### src/rtl/pipe_pkg.sv
// Shared pipeline definitions: opcodes, ALU-op encodings, control-bundle bit positions.
// Used by decode_id and its register file.
package pipe_pkg;

    localparam int DATA_W     = 32;
    localparam int REG_ADDR_W = 5;
    localparam int NUM_REGS   = 32;

    localparam logic [5:0] OP_RTYPE = 6'h00;
    localparam logic [5:0] OP_LW    = 6'h23;
    localparam logic [5:0] OP_SW    = 6'h2B;
    localparam logic [5:0] OP_BEQ   = 6'h04;

    localparam logic [1:0] ALUOP_ADD   = 2'b00;
    localparam logic [1:0] ALUOP_SUB   = 2'b01;
    localparam logic [1:0] ALUOP_FUNCT = 2'b10;

    // Bit positions inside the wb {reg_write, mem_to_reg}, m {branch, mem_read, mem_write}
    // and ex {reg_dst, alu_op[1:0], alu_src} bundles.
    localparam int WB_REG_WRITE  = 1;
    localparam int WB_MEM_TO_REG = 0;
    localparam int M_BRANCH      = 2;
    localparam int M_MEM_READ    = 1;
    localparam int M_MEM_WRITE   = 0;
    localparam int EX_REG_DST    = 3;
    localparam int EX_ALU_OP_HI  = 2;
    localparam int EX_ALU_OP_LO  = 1;
    localparam int EX_ALU_SRC    = 0;

    function automatic logic [31:0] sign_ext16(input logic [15:0] imm);
        return {{16{imm[15]}}, imm};
    endfunction

endpackage

### src/rtl/decode_id_if.sv
// Bundle of IF/ID, MEM/WB writeback and ID/EX signals around the decode stage.
// slave = decode stage, master = surrounding pipeline.
interface decode_id_if #(
    parameter int DATA_W     = 32,
    parameter int REG_ADDR_W = 5
);
    logic [31:0]           if_id_instr;
    logic [DATA_W-1:0]     if_id_npc;
    logic                  id_ex_flush;
    logic                  mem_wb_reg_write;
    logic [REG_ADDR_W-1:0] mem_wb_write_reg;
    logic [DATA_W-1:0]     mem_wb_write_data;
    logic [1:0]            id_ex_wb;
    logic [2:0]            id_ex_m;
    logic [3:0]            id_ex_ex;
    logic [DATA_W-1:0]     id_ex_npc;
    logic [DATA_W-1:0]     id_ex_rd1;
    logic [DATA_W-1:0]     id_ex_rd2;
    logic [DATA_W-1:0]     id_ex_sign_ext;
    logic [REG_ADDR_W-1:0] id_ex_rt;
    logic [REG_ADDR_W-1:0] id_ex_rd;

    modport master (
        output if_id_instr, if_id_npc, id_ex_flush,
               mem_wb_reg_write, mem_wb_write_reg, mem_wb_write_data,
        input  id_ex_wb, id_ex_m, id_ex_ex, id_ex_npc, id_ex_rd1, id_ex_rd2,
               id_ex_sign_ext, id_ex_rt, id_ex_rd
    );

    modport slave (
        input  if_id_instr, if_id_npc, id_ex_flush,
               mem_wb_reg_write, mem_wb_write_reg, mem_wb_write_data,
        output id_ex_wb, id_ex_m, id_ex_ex, id_ex_npc, id_ex_rd1, id_ex_rd2,
               id_ex_sign_ext, id_ex_rt, id_ex_rd
    );
endinterface

### src/rtl/reg_file.sv
// 32x32 register file: two combinational reads, one synchronous write, $0 hardwired to zero.
// Optional same-cycle write-to-read bypass under REGFILE_BYPASS_EN.
module reg_file
    import pipe_pkg::*;
#(
    parameter int DATA_W     = 32,
    parameter int REG_ADDR_W = 5,
    parameter int NUM_REGS   = 32
) (
    input  logic                  clk,
    input  logic                  rst,
    input  logic                  we,
    input  logic [REG_ADDR_W-1:0] waddr,
    input  logic [DATA_W-1:0]     wdata,
    input  logic [REG_ADDR_W-1:0] raddr1,
    input  logic [REG_ADDR_W-1:0] raddr2,
    output logic [DATA_W-1:0]     rdata1,
    output logic [DATA_W-1:0]     rdata2
);

    logic [DATA_W-1:0] regs_r [NUM_REGS];
    logic              wr_ok_s;

    // Qualified write enable: index 0 never takes a write.
    always_comb begin
        wr_ok_s = we && (waddr != {REG_ADDR_W{1'b0}});
    end

    // Register array with asynchronous clear.
    always_ff @(posedge clk or posedge rst) begin
        if (rst) begin
            for (int i = 0; i < NUM_REGS; i++) begin
                regs_r[i] <= {DATA_W{1'b0}};
            end
        end else if (wr_ok_s) begin
            regs_r[waddr] <= wdata;
        end
    end

    // Read port 1.
    always_comb begin
        rdata1 = {DATA_W{1'b0}};
        if (raddr1 == {REG_ADDR_W{1'b0}}) begin
            rdata1 = {DATA_W{1'b0}};
`ifdef REGFILE_BYPASS_EN
        end else if (wr_ok_s && (waddr == raddr1)) begin
            rdata1 = wdata;
`endif
        end else begin
            rdata1 = regs_r[raddr1];
        end
    end

    // Read port 2.
    always_comb begin
        rdata2 = {DATA_W{1'b0}};
        if (raddr2 == {REG_ADDR_W{1'b0}}) begin
            rdata2 = {DATA_W{1'b0}};
`ifdef REGFILE_BYPASS_EN
        end else if (wr_ok_s && (waddr == raddr2)) begin
            rdata2 = wdata;
`endif
        end else begin
            rdata2 = regs_r[raddr2];
        end
    end

endmodule

### src/rtl/decode_id.sv
// Instruction-decode stage: control decoder, sign extender, register file and ID/EX latch.
// Define REGFILE_BYPASS_EN to forward same-cycle writeback data to the read ports.
module decode_id
    import pipe_pkg::*;
#(
    parameter int DATA_W     = 32,
    parameter int REG_ADDR_W = 5,
    parameter int NUM_REGS   = 32
) (
    input  logic        clk,
    input  logic        rst,
    decode_id_if.slave  bus
);

    logic [5:0]        opcode_s;
    logic [1:0]        wb_s;
    logic [2:0]        m_s;
    logic [3:0]        ex_s;
    logic [DATA_W-1:0] rd1_s;
    logic [DATA_W-1:0] rd2_s;

    assign opcode_s = bus.if_id_instr[31:26];

    reg_file #(
        .DATA_W     (DATA_W),
        .REG_ADDR_W (REG_ADDR_W),
        .NUM_REGS   (NUM_REGS)
    ) u_reg_file (
        .clk    (clk),
        .rst    (rst),
        .we     (bus.mem_wb_reg_write),
        .waddr  (bus.mem_wb_write_reg),
        .wdata  (bus.mem_wb_write_data),
        .raddr1 (bus.if_id_instr[25:21]),
        .raddr2 (bus.if_id_instr[20:16]),
        .rdata1 (rd1_s),
        .rdata2 (rd2_s)
    );

    // Main control decoder; unknown opcodes become a bubble.
    always_comb begin
        wb_s = 2'b00;
        m_s  = 3'b000;
        ex_s = 4'b0000;
        case (opcode_s)
            OP_RTYPE: begin
                wb_s[WB_REG_WRITE]                = 1'b1;
                ex_s[EX_REG_DST]                  = 1'b1;
                ex_s[EX_ALU_OP_HI:EX_ALU_OP_LO]   = ALUOP_FUNCT;
            end
            OP_LW: begin
                wb_s[WB_REG_WRITE]                = 1'b1;
                wb_s[WB_MEM_TO_REG]               = 1'b1;
                m_s[M_MEM_READ]                   = 1'b1;
                ex_s[EX_ALU_OP_HI:EX_ALU_OP_LO]   = ALUOP_ADD;
                ex_s[EX_ALU_SRC]                  = 1'b1;
            end
            OP_SW: begin
                m_s[M_MEM_WRITE]                  = 1'b1;
                ex_s[EX_ALU_OP_HI:EX_ALU_OP_LO]   = ALUOP_ADD;
                ex_s[EX_ALU_SRC]                  = 1'b1;
            end
            OP_BEQ: begin
                m_s[M_BRANCH]                     = 1'b1;
                ex_s[EX_ALU_OP_HI:EX_ALU_OP_LO]   = ALUOP_SUB;
            end
            default: begin
                wb_s = 2'b00;
                m_s  = 3'b000;
                ex_s = 4'b0000;
            end
        endcase
    end

    // ID/EX latch; a flush squashes only the control bundles, data fields always advance.
    always_ff @(posedge clk or posedge rst) begin
        if (rst) begin
            bus.id_ex_wb       <= 2'b00;
            bus.id_ex_m        <= 3'b000;
            bus.id_ex_ex       <= 4'b0000;
            bus.id_ex_npc      <= {DATA_W{1'b0}};
            bus.id_ex_rd1      <= {DATA_W{1'b0}};
            bus.id_ex_rd2      <= {DATA_W{1'b0}};
            bus.id_ex_sign_ext <= {DATA_W{1'b0}};
            bus.id_ex_rt       <= {REG_ADDR_W{1'b0}};
            bus.id_ex_rd       <= {REG_ADDR_W{1'b0}};
        end else begin
            if (bus.id_ex_flush) begin
                bus.id_ex_wb <= 2'b00;
                bus.id_ex_m  <= 3'b000;
                bus.id_ex_ex <= 4'b0000;
            end else begin
                bus.id_ex_wb <= wb_s;
                bus.id_ex_m  <= m_s;
                bus.id_ex_ex <= ex_s;
            end
            bus.id_ex_npc      <= bus.if_id_npc;
            bus.id_ex_rd1      <= rd1_s;
            bus.id_ex_rd2      <= rd2_s;
            bus.id_ex_sign_ext <= sign_ext16(bus.if_id_instr[15:0]);
            bus.id_ex_rt       <= bus.if_id_instr[20:16];
            bus.id_ex_rd       <= bus.if_id_instr[15:11];
        end
    end

endmodule

### src/flat_wrapper.sv
// flat-port wrapper written by rule: the top's interface ports become plain ports
module decode_id_flat import pipe_pkg::*;
#(
    parameter int DATA_W     = 32,
    parameter int REG_ADDR_W = 5,
    parameter int NUM_REGS   = 32
)
  (clk, rst, bus_if_id_instr, bus_if_id_npc, bus_id_ex_flush, bus_mem_wb_reg_write, bus_mem_wb_write_reg, bus_mem_wb_write_data, bus_id_ex_wb, bus_id_ex_m, bus_id_ex_ex, bus_id_ex_npc, bus_id_ex_rd1, bus_id_ex_rd2, bus_id_ex_sign_ext, bus_id_ex_rt, bus_id_ex_rd);
  decode_id_if #(.DATA_W(DATA_W), .REG_ADDR_W(REG_ADDR_W)) bus_i ();
  input  logic clk;
  input  logic rst;
  input wire logic [$bits(bus_i.if_id_instr)-1:0] bus_if_id_instr;
  input wire logic [$bits(bus_i.if_id_npc)-1:0] bus_if_id_npc;
  input wire logic [$bits(bus_i.id_ex_flush)-1:0] bus_id_ex_flush;
  input wire logic [$bits(bus_i.mem_wb_reg_write)-1:0] bus_mem_wb_reg_write;
  input wire logic [$bits(bus_i.mem_wb_write_reg)-1:0] bus_mem_wb_write_reg;
  input wire logic [$bits(bus_i.mem_wb_write_data)-1:0] bus_mem_wb_write_data;
  output wire logic [$bits(bus_i.id_ex_wb)-1:0] bus_id_ex_wb;
  output wire logic [$bits(bus_i.id_ex_m)-1:0] bus_id_ex_m;
  output wire logic [$bits(bus_i.id_ex_ex)-1:0] bus_id_ex_ex;
  output wire logic [$bits(bus_i.id_ex_npc)-1:0] bus_id_ex_npc;
  output wire logic [$bits(bus_i.id_ex_rd1)-1:0] bus_id_ex_rd1;
  output wire logic [$bits(bus_i.id_ex_rd2)-1:0] bus_id_ex_rd2;
  output wire logic [$bits(bus_i.id_ex_sign_ext)-1:0] bus_id_ex_sign_ext;
  output wire logic [$bits(bus_i.id_ex_rt)-1:0] bus_id_ex_rt;
  output wire logic [$bits(bus_i.id_ex_rd)-1:0] bus_id_ex_rd;
  assign bus_i.if_id_instr = bus_if_id_instr;
  assign bus_i.if_id_npc = bus_if_id_npc;
  assign bus_i.id_ex_flush = bus_id_ex_flush;
  assign bus_i.mem_wb_reg_write = bus_mem_wb_reg_write;
  assign bus_i.mem_wb_write_reg = bus_mem_wb_write_reg;
  assign bus_i.mem_wb_write_data = bus_mem_wb_write_data;
  assign bus_id_ex_wb = bus_i.id_ex_wb;
  assign bus_id_ex_m = bus_i.id_ex_m;
  assign bus_id_ex_ex = bus_i.id_ex_ex;
  assign bus_id_ex_npc = bus_i.id_ex_npc;
  assign bus_id_ex_rd1 = bus_i.id_ex_rd1;
  assign bus_id_ex_rd2 = bus_i.id_ex_rd2;
  assign bus_id_ex_sign_ext = bus_i.id_ex_sign_ext;
  assign bus_id_ex_rt = bus_i.id_ex_rt;
  assign bus_id_ex_rd = bus_i.id_ex_rd;
  decode_id #(.DATA_W(DATA_W), .REG_ADDR_W(REG_ADDR_W), .NUM_REGS(NUM_REGS)) u_core (.clk(clk), .rst(rst), .bus(bus_i));
endmodule
### config.mk
export PLATFORM = sky130hd
export DESIGN_NAME = decode_id_flat
export DESIGN_NICKNAME = d
export VERILOG_FILES = /design/src/rtl/pipe_pkg.sv /design/src/rtl/decode_id_if.sv /design/src/rtl/reg_file.sv /design/src/rtl/decode_id.sv /design/src/flat_wrapper.sv
export SDC_FILE = /design/constraint.sdc
export NUM_CORES = 2
export LEC_CHECK = 0
export ABC_CLOCK_PERIOD_IN_PS = 40900
export CAP_MARGIN = 20
export CORE_AREA = 2 2 329 331
export CTS_BUF_LIST = sky130_fd_sc_hd__clkbuf_4 sky130_fd_sc_hd__clkbuf_8 sky130_fd_sc_hd__clkbuf_16
export DETAILED_ROUTE_END_ITERATION = 10
export DIE_AREA = 0 0 331 333
export GPL_ROUTABILITY_DRIVEN = 0
export PLACE_DENSITY = 0.77
export SYNTH_ARGS = -nofsm -noshare
export SYNTH_HDL_FRONTEND = slang
export SYNTH_HIERARCHICAL = 1
export SYNTH_SLANG_ARGS = --single-unit
### constraint.sdc
create_clock -name clk -period 40.9 [get_ports clk]
set_clock_uncertainty 0.05 [all_clocks]
set_input_delay 8.18 -clock clk [delete_from_list [all_inputs] [get_ports clk]]
set_output_delay 8.18 -clock clk [all_outputs]
set_load 0.03 [all_outputs]
==> impl_metrics.py <==
metrics = {
    "run_status": {
        "status": "finished, final reports clean",
    },
    "cts": {
        "clk_latency_ns": 0.70,
        "cts-htree-levels": 3,
        "clk_pin_slew_ns": 0.06,
        "cts_setup_buffers": 0,
        "cts_sinks": 1148,
        "cts_tree": "yes",
        "cts_root_buf": "clkbuf_16",
        "cts_buffer_depth": 3,
        "cts_resized": 0,
        "hold_buffers": 0,
        "numCtsBuffers": 119,
    },
    "drt": {
        "wl_um": 178000,
        "ant_nets": 0,
        "drc": 0,
        "via_per_inst": 7.11,
        "drt_pass1_iterations": 5,
        "vias": 37700,
        "avgRoutedWirePerCell_um": 33.7,
        "drtIter0Drc": 4278,
    },
    "finish": {
        "fin_nets": 3904,
        "drive_gt1_share_pct": 46.0,
        "mostFrequentLayoutCells": "1148 x dfrtp_1, 1011 x mux2_2, 406 x mux4_2",
        "layout_commonest_cell": "dfrtp_1",
        "final_area_um2": 65200,
        "final_cells": 5298,
        "syn2layout_area_growth_pct": 11.8,
    },
    "global_route": {
        "use_met1_pct": 45.4,
        "grt_max_degree": 181,
        "grt_overflow": 0,
        "grt_util_met3_pct": 9.88,
        "grt_pass1_vias": 38400,
        "grt_usage_pct": 32.6,
        "grt.busiest_layer": "met2",
        "grt_use_met2_pct": 48.2,
        "grt_first_pass_wirelength_um": 262000,
        "antenna_found_initial": 17,
    },
    "sta": {
        "finalHoldViolations": 0,
        "fin_crit_ns": 11.75,
        "finalSetupViolCount": 0,
        "fin_hold_ws_ns": 0.346,
        "max_slew_margin_pct": 24.4,
        "rsz0062_at_grt": "false",
        "period_share_pct": 28.7,
        "final_max_slew_viol_count": 0,
        "tightest_slew_ns": 1.13,
        "fmax_mhz": 85.1,
        "setup_tns_ns": 0,
    },
    "yosys": {
        "ys_ff_latch": 1148,
        "syn-num-nets": 3880,
        "synthDistinctLibCells": 49,
        "synth-seq-area-share_pct": 49.3,
        "async_flop_share_pct": 100,
        "avgSynthCellArea_um2": 15.4,
        "synth_edf_count": 0,
        "syn_inst": 3775,
        "synth_top_flop_cell": "dfrtp_1",
        "synth_area_um2": 58300,
        "yosysWarnings": 6,
    },
    "power": {
        "peakVddDrop_mv": 0.0463,
        "power_mw": 3.22,
        "power_density_nw_per_um2": 49.4,
        "power.leakage_nw": 28.0,
    },
    "worst_setup_path": {
        "crit_fanout": 115,
        "crit_top_cell": "buf_4",
        "cpMaxStageDelayCell": "buf_4",
        "crit_required_ns": 41.72,
        "cp-start-kind": "primary input",
        "end_kind": "asynchronous set/reset pin",
        "crit_buf_inv": 7,
        "r2r_start": "u_core/u_reg_file/regs_r[1023]",
        "crit_arrival_ns": 12.57,
        "max_stage_delay_ns": 0.81,
        "critPathLaunch": "rst",
        "path_delay_family": "buffers and inverters",
        "worstSetupPathType": "in2async",
        "path_cells": "clkdlybuf4s50_1 -> inv_8 -> buf_4 -> buf_4 -> buf_4 -> buf_4 -> buf_16",
    },
    "job": {
        "cap_violations": 0,
    },
    "floorplanning": {
        "coreArea_um2": 107000,
        "die_h_um": 333,
        "die_area_um2": 110000,
        "die_w_um": 331,
        "io_pins": 252,
        "num_rows": 120,
        "start_util_pct": 54.7,
    },
    "place": {
        "placed_area_um2": 60900,
        "io_buffers": 251,
        "place_inst": 5070,
        "dpl.hpwl_um": 98900,
    },
    "min_path": {
        "min_path_type": "reg2reg",
        "hold_start": "u_core/u_reg_file/regs_r[1017]",
    },
}
-- cell type report --
cell class,count,area (um^2)
fillers,7894,41400
flip-flops and latches,1148,28700
multi-input cells,2177,27200
clock buffers,189,3730
repair buffers,348,3470
well taps,1403,1760
clock inverters,24,228
inverters,5,36.3
diodes,4,10.0
-- synth_stat cells (3+ instances only) --
library cell	n	share of area [%]
mux4_1	42	1.9
a221oi_1	45	0.68
mux2_2	1011	20
a22oi_1	64	0.82
nor2_2	12	0.13
mux2_1	45	0.87
o21ai_0	22	0.19
a311oi_1	64	0.96
buf_6	36	0.70
nor2_1	14	0.090
nor2b_1	66	0.71
o21ai_1	87	0.75
mux4_2	406	16
dfrtp_1	1148	49
a211oi_1	64	0.82
o2111ai_1	19	0.29
buf_2	137	1.2
buf_4	94	1.2
clkbuf_1	169	1.1
nand2_1	54	0.35
nand3b_1	4	0.051
inv_1	3	0.019
nor3b_1	4	0.051
nand3_1	3	0.026
mux2i_1	128	2.2
-- logic make-up after synthesis --
logic type,after synthesis,share of synthesized area (%)
muxes,1632,40.2
and+or+nand+nor,179,1.70
buffers and inverters,450,4.36
DFF,1148,49.3
AOI/OAI and AO/OA,366,4.52
-- layer usage --
layer,wire [um],vias to the layer above,part of all wire [%]
met1,70000,20100,39
met5,96,-,0.054
li1,-,14600,-
met3,20700,488,12
met4,8040,16,4.5
met2,79600,2377,45
-- sequential cells by signal (all words and copies together), names as in the netlist --
register                   count
u_core/bus.id_ex_ex            3
u_core/bus.id_ex_m             3
u_core/bus.id_ex_npc          32
u_core/bus.id_ex_rd            4
u_core/bus.id_ex_rd1          32
u_core/bus.id_ex_rd2          32
u_core/bus.id_ex_rt            5
u_core/bus.id_ex_sign_ext     12
u_core/bus.id_ex_wb            1
u_core/u_reg_file/regs_r    1024
-- report_power, final --
part	switching (mW)	leakage (nW)	internal [mW]	total [mW]
clock network	0.453	2.01	0.640	1.09
registers	0.155	14.6	1.34	1.50
logic	0.262	11.4	0.370	0.632
-- through the flow --
step	setup slack, ns	util (%)
3_5_place_dp	27.88	57.2
3_3_place_gp	27.94	57.2
5_1_grt	28.59	61.1
6_report	29.15	61.1
2_1_floorplan	3.85	-
4_1_cts	28.64	60.9
-- worst reg2reg max path: cells and delay by family, from the launching register on --
| kind | cells | cell delay [ns] |
|---|---|---|
| multiplexers | 1 | 0.22 |
| AO/OA/AOI/OAI | 2 | 1.01 |
| flip-flops | 1 | 0.37 |
| AND/OR/NAND/NOR | 1 | 0.15 |
-- path summary, 6_finish.rpt --
kind | end | slack, ns | cells after the start
max | u_core/u_reg_file/regs_r[230] | 29.15 | 7
min | u_core/u_reg_file/regs_r[1017] | 0.35 | 0
max reg2reg | u_core/bus.id_ex_rd2[31] | 38.90 | 4
min reg2reg | u_core/u_reg_file/regs_r[1017] | 0.35 | 0
max in group clk | u_core/bus.id_ex_rd1[12] | 29.75 | 7
min in group asynchronous | u_core/u_reg_file/regs_r[951] | 8.10 | 2
(Power assumes the default switching activity.)
